## src/rtl/gbsha_decim.sv

```systemverilog
// Integrate-and-dump decimator: sums 2^DECIM_LOG2 signed samples, emits sat(sum>>>SHIFT) one cycle after the last sample.
// Only the dump sample is stalled, and only while an earlier result is still waiting to be taken.
module gbsha_decim #(
  parameter int BW_in      = 8,
  parameter int BW_out     = 8,
  parameter int DECIM_LOG2 = 2,
  parameter int SHIFT      = 2
) (
  input  logic                     clk,
  input  logic                     reset_n,
  input  logic signed [BW_in-1:0]  y_in,
  input  logic                     in_valid,
  output logic                     in_ready,
  output logic signed [BW_out-1:0] y_out,
  output logic                     out_valid,
  input  logic                     out_ready,
  output logic                     sat
);

  localparam int ACC_W = BW_in + DECIM_LOG2;
  // Compare width wide enough for both the shifted sum and the output range.
  localparam int CW    = ((ACC_W > BW_out) ? ACC_W : BW_out) + 1;
  localparam logic [DECIM_LOG2-1:0] CNT_LAST = '1;
  localparam logic signed [CW-1:0]  MAX_V    = CW'((1 <<< (BW_out - 1)) - 1);
  localparam logic signed [CW-1:0]  MIN_V    = ~MAX_V;

  logic signed [ACC_W-1:0]  acc_q, acc_d;
  logic [DECIM_LOG2-1:0]    cnt_q, cnt_d;
  logic signed [BW_out-1:0] y_out_q, y_out_d;
  logic                     out_valid_q, out_valid_d;
  logic                     sat_q, sat_d;

  logic signed [ACC_W-1:0]  y_ext;
  logic signed [ACC_W-1:0]  sum_w;
  logic signed [ACC_W-1:0]  sum_sh;
  logic signed [CW-1:0]     sh_w;
  logic signed [BW_out-1:0] clamp_val;
  logic                     clamp_hit;
  logic                     last;
  logic                     accept;
  logic                     dump;

  assign y_ext  = {{DECIM_LOG2{y_in[BW_in-1]}}, y_in};
  assign sum_w  = acc_q + y_ext;
  assign sum_sh = sum_w >>> SHIFT;
  assign sh_w   = {{(CW-ACC_W){sum_sh[ACC_W-1]}}, sum_sh};

  assign last     = (cnt_q == CNT_LAST);
  assign in_ready = !(last && out_valid_q && !out_ready);
  assign accept   = in_valid && in_ready;
  assign dump     = accept && last;

  always_comb begin
    clamp_val = sh_w[BW_out-1:0];
    clamp_hit = 1'b0;
    if (sh_w > MAX_V) begin
      clamp_val = MAX_V[BW_out-1:0];
      clamp_hit = 1'b1;
    end else if (sh_w < MIN_V) begin
      clamp_val = MIN_V[BW_out-1:0];
      clamp_hit = 1'b1;
    end
  end

  always_comb begin
    acc_d       = acc_q;
    cnt_d       = cnt_q;
    y_out_d     = y_out_q;
    out_valid_d = out_valid_q;
    sat_d       = sat_q;
    if (out_valid_q && out_ready) begin
      out_valid_d = 1'b0;
    end
    if (accept) begin
      cnt_d = cnt_q + 1'b1;
      acc_d = sum_w;
    end
    // A dump overrides the consume above, so back-to-back results leave no bubble.
    if (dump) begin
      acc_d       = '0;
      y_out_d     = clamp_val;
      out_valid_d = 1'b1;
      sat_d       = sat_q | clamp_hit;
    end
  end

  always_ff @(posedge clk) begin
    if (!reset_n) begin
      acc_q       <= '0;
      cnt_q       <= '0;
      y_out_q     <= '0;
      out_valid_q <= 1'b0;
      sat_q       <= 1'b0;
    end else begin
      acc_q       <= acc_d;
      cnt_q       <= cnt_d;
      y_out_q     <= y_out_d;
      out_valid_q <= out_valid_d;
      sat_q       <= sat_d;
    end
  end

  assign y_out     = y_out_q;
  assign out_valid = out_valid_q;
  assign sat       = sat_q;

endmodule
```

## config.mk

```make
export PLATFORM = sky130hd
export DESIGN_NAME = gbsha_decim
export DESIGN_NICKNAME = d
export VERILOG_FILES = /design/src/rtl/gbsha_decim.sv
export SDC_FILE = /design/constraint.sdc
export NUM_CORES = 1
export LEC_CHECK = 0
export CAP_MARGIN = 40
export CORE_UTILIZATION = 40
export CTS_BUF_LIST = sky130_fd_sc_hd__clkbuf_8
export DETAILED_ROUTE_END_ITERATION = 10
export PLACE_DENSITY = 0.63
export SLEW_MARGIN = 25
export SYNTH_ARGS = -nofsm -noshare
export SYNTH_HDL_FRONTEND = slang
export SYNTH_SLANG_ARGS = --single-unit
export TNS_END_PERCENT = 20
```

## constraint.sdc

```tcl
create_clock -name clk -period 5.5 [get_ports clk]
set_clock_uncertainty 0.1 [all_clocks]
set_input_delay 1.1 -clock clk [delete_from_list [all_inputs] [get_ports clk]]
set_output_delay 1.1 -clock clk [all_outputs]
set_load 0.1 [all_outputs]
```

Word level (Yosys, flattened, before mapping)
Index checks and enable logic that the tools add are counted.

storage, ports and cells
  latch bits = 0
  logic and storage cells = 27
  RAM bits = 0
  ROM bits = 0
  register bits = 22
  memories = 0
  input bits = 12
  output and inout bits = 11

cells by class
  shifts and indexed selects = 0
  $mul = 0
  order comparisons = 2
  equal/unequal tests = 1
  bitwise logic cells = 2
  add/sub/neg operators = 2
  mux-type cells = 6
  reductions and logical operators = 9
  div/mod/pow operators = 0

operator list
  cell                                                   number
  2-to-1 mux 8 bit                                       2
  adder 10 x 8 -> 10 bit                                 1
  greater-than comparator 8 bit (second input constant)  1
  less-than comparator 8 bit (second input constant)     1
  logical AND 1 bit                                      5
  2-to-1 mux 1 bit                                       4
  adder 2 x 1 -> 2 bit (second input constant)           1
  == test 2 bit (second input constant)                  1
  logical NOT 1 bit                                      2
  nonzero test 2 bit                                     1
  OR reduction 2 bit                                     1
  NOT 1 bit                                              1
  bitwise OR 1 bit                                       1

Longest topological paths before layout
Gate-level depths: netlist (run 1).

  word-level depth = 7
  depth in mapped cells = 9
  depth with buffers taken out = 9

Worst setup path before layout (run 1)
Ideal clock, no wire load.

  path type = flip-flop to output port
  from = register out_valid_q (netlist: out_valid)
  to = output port in_ready
  stages on the path, launching flop included = 2
  path buffers = 0
  data required time = 4.300 ns
  data arrival time = 1.923 ns
  setup slack = 2.377 ns
  path through = dfxtp_1 -> nand3b_1

between the ends
  longest elaborated chain between the ends = 3

ends and longest elaborated chain
  item                            RTL line  text
  start, declared                 30        logic out_valid_q, out_valid_d;
  start signal, assigned          98        out_valid_q <= out_valid_d;
  logical AND 1 bit (2 in a row)  49        assign in_ready = !(last && out_valid_q && !out_ready);
  logical NOT 1 bit               49
  end, declared                   13        output logic in_ready,

Every way passes these cells.

Worst setup path after layout (run 1)
  from = input port out_ready
  to = output port in_ready

between the ends
  longest elaborated chain between the ends = 3

ends and longest elaborated chain
  item               RTL line  text
  start, declared    16        input logic out_ready,
  logical NOT 1 bit  49
  logical AND 1 bit  49
  logical NOT 1 bit  49

Every way passes these cells.

==> results of run 1 <==
-- final timing paths --
kind	startpoint	endpoint	slack [ps]
max	out_ready	in_ready	1850
min	y_out[2]$_SDFFE_PN0P_	y_out[2]$_SDFFE_PN0P_	360
max reg2reg	acc_q[5]$_SDFFE_PP0P_	acc_q[9]$_SDFFE_PP0P_	3300
min reg2reg	y_out[2]$_SDFFE_PN0P_	y_out[2]$_SDFFE_PN0P_	360
-- layer usage --
| metal | wire length [µm] | GRT usage | vias up |
|---|---|---|---|
| li1 | - | - | 580 |
| met1 | 1200 | 0.233 | 509 |
| met2 | 1440 | 0.352 | 12 |
| met3 | 68 | 0.0408 | 4 |
| met4 | 44 | 0.0836 | 0 |
| met5 | 0 | 0 | - |
-- worst min-delay path: stages, from the launching register on --
cell      delay [ps]
dfxtp_1          320
nand2_1           50
a21boi_1          50
-- final cells by class --
type	count	area, µm²
fill	262	1140
multi-input combinational	118	754
inverter	4	15.0
tap	31	38.8
timing repair buffer	33	385
clock buffer	4	55.1
sequential	22	440
-- power by group through the flow --
stage | Clock, mW | Sequential [mW] | Combinational, mW
5_1_grt | 0.126 | 0.178 | 0.133
4_1_cts | 0.119 | 0.178 | 0.117
6_report | 0.116 | 0.177 | 0.116
3_3_place_gp | 0 | 0.181 | 0.111
2_1_floorplan | 0 | 0.185 | 0.0804
3_5_place_dp | 0 | 0.181 | 0.116
-- state kept, by name (all words and copies together) (netlist names) --
signal,flops
cnt_q,2
out_valid,1
acc_q,10
sat,1
y_out,8
-- cell usage in the layout (no fill, tap or decap), types with 7 or more instances in the layout --
master and count:
nand2_1 30, buf_8 11, xnor2_1 7, dfxtp_1 22, nor2_1 8, clkdlybuf4s50_1 22, a21oi_1 15, ha_1 10
-- logic make-up (layout without fill, tap and decap cells) --
| group | after synthesis | in the layout |
|---|---|---|
| and+or+nand+nor | 60 | 60 |
| buffers and inverters | 8 | 41 |
| xor gates and xnor gates | 8 | 8 |
| adders and majority gates | 11 | 11 |
| DFF | 22 | 22 |
| AOI/OAI and AO/OA | 39 | 39 |
-- through the flow --
stage | setup slack [ps] | hold slack [ps] | cell area (µm²) | utilization | power (mW)
final | 1850 | 358 | 1690 | 0.597 | 0.409
after global routing | 1820 | 383 | 1690 | 0.597 | 0.437
after CTS | 1860 | 361 | 1690 | 0.597 | 0.413
after detailed placement | 1860 | 347 | 1630 | 0.578 | 0.298
after global placement | 1470 | 343 | 1470 | 0.519 | 0.292
after floorplan | 2380 | 340 | 1220 | - | 0.266
==> reports/results.tsv, run 1 <==
metric	value	unit
status	complete, but fails checks	
failing checks	design-rule violations	
# rows	19	
critical path class	in2out	
commonest cells in the netlist	nand2_1, dfxtp_1, a21oi_1	
switch share	0.299	
Finished Layout Cells	212	
IO Port Bufs	22	
mux contribution to synthesized area	0	
Levels on crit path	4	
drt first pass iters	7	
Synth Register Bits	22	
DR vias/cell	5.21	
Synth Area in XOR/XNOR	0.0572	
Worst setup EP type	output port	
P_int	287	µW
Net Sw Power	122	µW
area grow syn2layout	37.9	%
CTS resizes	0	
worst min-delay path class	reg2reg	
CTS tree	done	
nature of the critical path startpoint	input port	
WL/cell	13.0	µm
Sum Neg Setup Slack	0	ps
IO Pins	23	
Global Route Usage Sum	0.199	
CP max stage cell	clkdlybuf4s50_1	
Seq pwr share	0.433	
most used cell, CP	clkdlybuf4s50_1	
Syn Nets	171	
fmax	274	MHz
Root Driver	clkbuf_8	
Cell Area, Synth	0.00122	mm²
worst path bufs/invs	3	
reg2reg path depth	7	
Leak	0.691	nW
CP Data Required Time	4300	ps
final hold viol count	0	
CORE AREA	0.00283	mm²
final weighted congestion of routability-driven global placement	0.760	
power share of the clock group	0.283	
Worst Max-Slew Pin Slew	459	ps
Routed WL	2750	µm
antenna violations before repair	0	
hpwl dp	2180	µm
largest net degree at the start of global routing	15	
Ys Warns	0	
number of max-cap violations	0	
Post-Synth Simple-Gate Area	0.239	
first-pass GRT wire length	4970	µm
placed cell count	208	
top cell type's share of synthesized area	0.360	
die width	57.3	µm
clk slew on worst S/H paths	80	ps
ys async rst share	0	
worst-skew pair later-pin latency	260	ps
minimum clock period	3650	ps
synth unique cells	38	
Primary FF master, synth	dfxtp_1	
fin crit share	0.663	
Final Setup Violations	0	
count leader, synth	nand2_1	
combinational share of power	0.284	
share of layout cells above drive strength 1	0.0994	
RSZ-0062 raised after global routing	no	
crit-path leading delay family	buffers and inverters	
via count	1105	
worst path cell trace	clkdlybuf4s50_1 > nand3b_1 > clkdlybuf4s50_1 > buf_8	
total die area	0.00329	mm²
gr ovfl total	0	
Worst EP arrival	2450	ps
CTS Buffer Depth	2	
Avg Inst Size Synth	8.28	µm²
Num Clock Sinks	22	
H-tree Lvls	1	
Seq/Total Area, Yosys	0.360	
cts hold-fix bufs	0	
Residual DRC	2	
Mapped Cells	148	
# Post-CTS Setup Buffers	0	
die height	57.3	µm
initial core utilization	0.433	
EDFF count, synth	0	
post-synth top area cell	dfxtp_1	
Max Slew Vio Count	0	
pwr dens	242	mW/mm²
max incr delay on CP	530	ps
main combinational cell family by area after synthesis	simple AND/OR/NAND/NOR gates	
complex-gate fraction of the synthesized area	0.201	
ant diodes	0	
total CTS buffers	3	
adder-cell share of the synthesized area	0.118	
number of global-route vias before repair	1159	
post-route ant nets	0	
Area contributors post-synth	dfxtp_1, ha_1, nand2_1	
WHS Path Cells	2	
DR iter-0 viols	14	
maximum net fanout on the critical path	3	
Peak VDD IR	0.135	mV
Nets	205	
Slew headroom	0.693	
Power figures use the tool's default switching activity.
==> run 2: changes to the inputs <==
--- a/config.mk
+++ b/config.mk
@@ -9,7 +9,7 @@
 export CORE_UTILIZATION = 40
 export CTS_BUF_LIST = sky130_fd_sc_hd__clkbuf_8
 export DETAILED_ROUTE_END_ITERATION = 10
-export PLACE_DENSITY = 0.63
+export PLACE_DENSITY = 0.65
 export SLEW_MARGIN = 25
 export SYNTH_ARGS = -nofsm -noshare
 export SYNTH_HDL_FRONTEND = slang
==> constraint.sdc (replaced) <==
create_clock -name clk -period 3.2 [get_ports clk]
set_clock_uncertainty 0.1 [all_clocks]
set_input_delay 0.64 -clock clk [delete_from_list [all_inputs] [get_ports clk]]
set_output_delay 0.64 -clock clk [all_outputs]
set_load 0.1 [all_outputs]
==> run 2 against run 1 <==
Effect of this change: the flow still finishes with violations (design-rule violations); combinational power increased by 72%; flip-flop and latch count unchanged; routed wire length decreased by 1.3%; design area decreased by 11%; register-to-register slack got worse by 2300 ps; clock-buffer cell count decreased by 1; non-clock buffer count decreased by 9; core utilization decreased by 6.8 points; critical path type is now in2reg; largest power group unchanged.
==> reports/results.tsv, run 2 (synthesis gave the netlist of run 1 again) <==
metric	value	unit	change
status	complete, but fails checks		
failing checks	design-rule violations		
max reg flops	10		unchanged
Final Setup Violations	0		unchanged
Max Slew Vio Count	0		unchanged
Global Route Usage Sum	0.177		-0.0221
final instance area	0.00150	mm²	-11%
most frequent cells in the layout	nand2_1, dfxtp_1, a21oi_1		
Seq pwr share	0.454		+0.021
Sum Neg Setup Slack	0	ps	unchanged
worst min-delay path class	reg2reg		
first-pass GRT wire length	4550	µm	-8.6%
max incr delay on CP	480	ps	-50 ps
Reg-to-Reg Start	acc_q[1]$_SDFFE_PP0P_		
P_int	465	µW	+62%
number of max-cap violations	0		unchanged
fmax	368	MHz	
RSZ-0062 raised after global routing	no		
final hold viol count	0		unchanged
WL/cell	13.4	µm	+3.5%
Worst Max-Slew Pin Slew	397	ps	-62.6 ps
Net Sw Power	208	µW	+70%
FF/Latch Area	440	µm²	unchanged
Routed WL	2710	µm	-1.3%
CP max stage cell	clkdlybuf4s50_1		
CTS resizes	0		unchanged
power share of the clock group	0.250		-0.033
Layout fillers	282		+7.6%
CTS tree	done		
hold slack	367	ps	+8.35 ps
combinational share of power	0.296		+0.012
Leak	0.634	nW	-8.2%
IO Pins	23		unchanged
HP Start	acc_q[0]$_SDFFE_PP0P_		
Root Driver	clkbuf_8		
Placement Cell Area	0.00146	mm²	-11%
number of global-route vias before repair	1060		-8.5%
fin crit share	0.849		
largest net degree at the start of global routing	15		unchanged
Multi-input gate area	754	µm²	unchanged
worst-skew pair later-pin latency	260	ps	about the same
CORE AREA	0.00283	mm²	unchanged
die height	57.3	µm	unchanged
antenna violations before repair	0		unchanged
drt first pass iters	8		+1
CTS Buffer Depth	2		unchanged
CP Data Required Time	3290	ps	-1010 ps
Nets	196		-4.4%
share of layout cells above drive strength 1	0.111		+0.0117
ant diodes	0		unchanged
initial core utilization	0.433		unchanged
Worst EP arrival	2800	ps	+350 ps
Worst setup EP type	register		
final weighted congestion of routability-driven global placement	0.804		+5.9%
minimum clock period	2720	ps	
clk slew on worst S/H paths	70	ps	about the same
gr ovfl total	0		unchanged
Slew headroom	0.735		+0.0420
pwr dens	450	mW/mm²	+86%
die width	57.3	µm	unchanged
area grow syn2layout	22.3	%	
total die area	0.00329	mm²	unchanged
# Post-CTS Setup Buffers	0		unchanged
DR vias/cell	5.43		+4.1%
Num Clock Sinks	22		unchanged
Peak VDD IR	0.372	mV	+170%
largest register by flop count	acc_q		
Power, Total	673	µW	+65%
H-tree Lvls	1		unchanged
critical path class	in2reg		
cts hold-fix bufs	0		unchanged
switch share	0.310		+0.0105
maximum net fanout on the critical path	4		+1
DR iter-0 viols	38		+24
total CTS buffers	3		unchanged
# rows	19		unchanged
via count	1096		-0.81%
post-route ant nets	0		unchanged
crit path from	y_in[7]		
worst path cell trace	clkdlybuf4s50_1 > ha_1 > and4_1 > and4bb_1 > nor2_1 > a21boi_1 > or4_1 > a21oi_1		
nature of the critical path startpoint	input port		
commonest non-fill, non-tap cell in the layout	nand2_1		
hpwl dp	2080	µm	-4.7%
Residual DRC	3		+1
IO Port Bufs	22		unchanged
[run 2: power by group through the flow]
stage / Clock (mW) / Sequential (mW) / Combinational (mW)
after floorplan: 0 / 0.318 / 0.138
after global placement: 0 / 0.311 / 0.193
after detailed placement: 0 / 0.312 / 0.197
after CTS: 0.177 / 0.306 / 0.199
after global routing: 0.187 / 0.307 / 0.222
final: 0.168 / 0.305 / 0.199
[run 2: worst paths after layout]
check | end | slack (ps) | cells past startpoint
max | acc_q[9]$_SDFFE_PP0P_ | 480 | 8
min | acc_q[0]$_SDFFE_PP0P_ | 370 | 2
max reg2reg | acc_q[9]$_SDFFE_PP0P_ | 1000 | 7
min reg2reg | acc_q[0]$_SDFFE_PP0P_ | 370 | 2
[run 2: final cells by class]
class                      count  share of cell area
multi-input combinational    118               0.504
sequential                    22               0.294
timing repair buffer          24               0.139
clock buffer                   3              0.0276
tap                           31              0.0259
inverter                       4              0.0100
[run 2: critical path: cells and delay by family]
family | cells | cell delay, ps
adder cells (fa/ha/maj) | 1 | 380
buffers and inverters | 1 | 480
AND/OR/NAND/NOR | 4 | 1040
AO/OA/AOI/OAI | 2 | 270
[run 2: stage by stage]
| step | worst slack, ps | util | instances |
|---|---|---|---|
| 4_1_cts | 474 | 0.529 | 202 |
| 6_report | 482 | 0.529 | 202 |
| 3_3_place_gp | 316 | 0.515 | 199 |
| 3_5_place_dp | 208 | 0.515 | 199 |
| 2_1_floorplan | 101 | - | 148 |
| 5_1_grt | 317 | 0.529 | 202 |
[run 2: layer usage]
metal  vias up  GRT usage  part of all wire
li1        562          -                 -
met4         0     0.0209            0.0059
met2        21      0.317              0.53
met3         2     0.0476             0.035
met5         -          0                 0
met1       511      0.218              0.43
==> run 3: changes to the inputs <==
==> constraint.sdc (replaced) <==
create_clock -name clk -period 2.3 [get_ports clk]
set_clock_uncertainty 0.1 [all_clocks]
set_input_delay 0.46 -clock clk [delete_from_list [all_inputs] [get_ports clk]]
set_output_delay 0.46 -clock clk [all_outputs]
set_load 0.1 [all_outputs]
==> run 3 against run 2 <==
Effect of this change: the run still ends with design-rule violations left; total power increased by 60%; sequential power increased by 40%; worst hold slack got worse by 11 ps; register-to-register slack got worse by 800 ps; setup slack got worse by 420 ps; design area increased by 19%; clock power increased by 64%; critical endpoint unchanged; flip-flop and latch count unchanged; largest power group unchanged; critical path depth unchanged.
==> reports/results.tsv, run 3 (synthesis gave the netlist of run 1 again) <==
metric	value	unit	change
crit-path leading delay family	simple AND/OR/NAND/NOR gates		
final hold viol count	0		unchanged
first-pass GRT wire length	4930	µm	+8.3%
Reg-to-Reg Start	acc_q[1]$_SDFFE_PP0P_		
gr ovfl total	0		unchanged
share of layout cells above drive strength 1	0.307		+0.196
max reg flops	10		unchanged
Worst EP arrival	2340	ps	-460 ps
cts hold-fix bufs	0		unchanged
die height	57.3	µm	unchanged
Root Driver	clkbuf_8		
Num Clock Sinks	22		unchanged
IO Pins	23		unchanged
hold slack	356	ps	-10.7 ps
Slew headroom	0.708		-0.0266
Levels on crit path	8		unchanged
CP Data Required Time	2400	ps	-890 ps
largest net degree at the start of global routing	14		-1
CP max stage cell	or4_4		
worst min-delay path class	reg2reg		
fmax	446	MHz	
placed cell count	213		+7.0%
crit path from	y_in[3]		
area grow syn2layout	46.1	%	
die width	57.3	µm	unchanged
# rows	19		unchanged
number of global-route vias before repair	1189		+12%
maximum net fanout on the critical path	4		unchanged
status	complete, but fails checks		
fin worst setup slack	59.6	ps	-422 ps
pwr dens	603	mW/mm²	+34%
crit path capture	acc_q[9]$_SDFFE_PP0P_		
H-tree Lvls	1		unchanged
Residual DRC	4		+1
largest register by flop count	acc_q		
pre-CTS setup slack	-452	ps	-660 ps
CORE AREA	0.00283	mm²	unchanged
via count	1175		+7.2%
total die area	0.00329	mm²	unchanged
FF-to-FF setup slack	200	ps	-800 ps
DR vias/cell	5.34		-1.6%
CTS tree	done		
fin crit share	0.974		
IO Port Bufs	22		unchanged
CTS Buffer Depth	2		unchanged
hpwl dp	2150	µm	+3.4%
nature of the critical path startpoint	input port		
number of max-cap violations	0		unchanged
WL/cell	13.0	µm	-3.2%
Peak VDD IR	0.492	mV	+32%
worst path cell trace	clkdlybuf4s50_1 > ha_1 > o21ai_2 > and4bb_1 > nor2_2 > a21boi_2 > or4_4 > a21oi_2		
Final Setup Violations	0		unchanged
critical path class	in2reg		
worst-skew pair later-pin latency	260	ps	about the same
Nets	213		+8.7%
initial core utilization	0.433		unchanged
Placement Cell Area	0.00159	mm²	+9.0%
post-route ant nets	0		unchanged
Worst setup EP type	register		
final instance area	0.00179	mm²	+19%
total CTS buffers	3		unchanged
r2r endpoint	acc_q[9]$_SDFFE_PP0P_		
Leak	0.788	nW	+24%
Power, Total	1.08	mW	+60%
Routed WL	2860	µm	+5.4%
Max Slew Vio Count	0		unchanged
final weighted congestion of routability-driven global placement	0.789		-1.9%
Finished Layout Cells	220		+8.9%
drt first pass iters	8		unchanged
reg2reg path depth	7		unchanged
minimum clock period	2240	ps	
clk slew on worst S/H paths	70	ps	about the same
most frequent cells in the layout	nand2_1, buf_4, dfxtp_1		
antenna violations before repair	0		unchanged
DR iter-0 viols	34		-11%
max incr delay on CP	480	ps	about the same
failing checks	design-rule violations		
Worst Max-Slew Pin Slew	436	ps	+39.8 ps
worst path bufs/invs	1		unchanged
Global Route Usage Sum	0.192		+0.0147
ant diodes	0		unchanged
==> run 3: cell count changes in the layout (fill, tap and decap cells not counted), moves of 3 or more <==
cell / before / now
ha_1: 10 / 6
a21oi_1: 15 / 12
ha_4: 0 / 4
clkdlybuf4s50_1: 11 / 6
dlymetal6s2s_1: 0 / 3
buf_4: 13 / 29
==> run 3: worst min-delay path by stage <==
| stage | endpoint | cells past startpoint | slack [ps] | start |
|---|---|---|---|---|
| after floorplan | acc_q[0]$_SDFFE_PP0P_ | 2 | 340 | acc_q[0]$_SDFFE_PP0P_ |
| after global placement | sat$_SDFFE_PN0P_ | 1 | 340 | sat$_SDFFE_PN0P_ |
| after detailed placement | sat$_SDFFE_PN0P_ | 1 | 350 | sat$_SDFFE_PN0P_ |
| after CTS | y_out[6]$_SDFFE_PN0P_ | 2 | 360 | y_out[6]$_SDFFE_PN0P_ |
| after global routing | sat$_SDFFE_PN0P_ | 1 | 380 | sat$_SDFFE_PN0P_ |
| final | y_out[4]$_SDFFE_PN0P_ | 2 | 360 | y_out[4]$_SDFFE_PN0P_ |
==> run 3: timing repair <==
action / CTS / global route
endpoints found under the setup margin: 7 / 10
cloned: 0 / 0
resized for setup: 10 / 15
buffers inserted: 1 / 2
pin swaps: 7 / 18
==> run 3: area by class of cell <==
cell class              count  area (µm²)
clock buffers               4        55.1
flip-flops and latches     22         444
repair buffers             41         353
multi-input cells         118         883
inverters                   4        15.0
well taps                  31        38.8
fillers                   251        1040
==> run 3: worst min-delay path: stages, from the launching register on <==
cell and delay [ps]:
dfxtp_1 310, nand2_1 50, a21boi_1 50
==> run 3: metrics by stage <==
step	util	TNS, ps
after detailed placement	0.561	-3360
after floorplan	-	-72.8
after global placement	0.561	-3100
after global routing	0.632	-7.85
final	0.632	0
after CTS	0.598	-45.9
==> run 3: metal layers <==
metal  vias to the layer above  global-route usage  share of wire
met5                         -                   0              0
met4                         0              0.0697          0.016
met3                         6              0.0499          0.039
met2                        23               0.331           0.50
met1                       550               0.229           0.45
li1                        596                   -              -
==> run 3: report_power, final <==
group | internal, mW | leakage, nW | switching, mW
clock network | 0.153 | 0.0288 | 0.122
logic | 0.187 | 0.579 | 0.190
registers | 0.407 | 0.180 | 0.0200
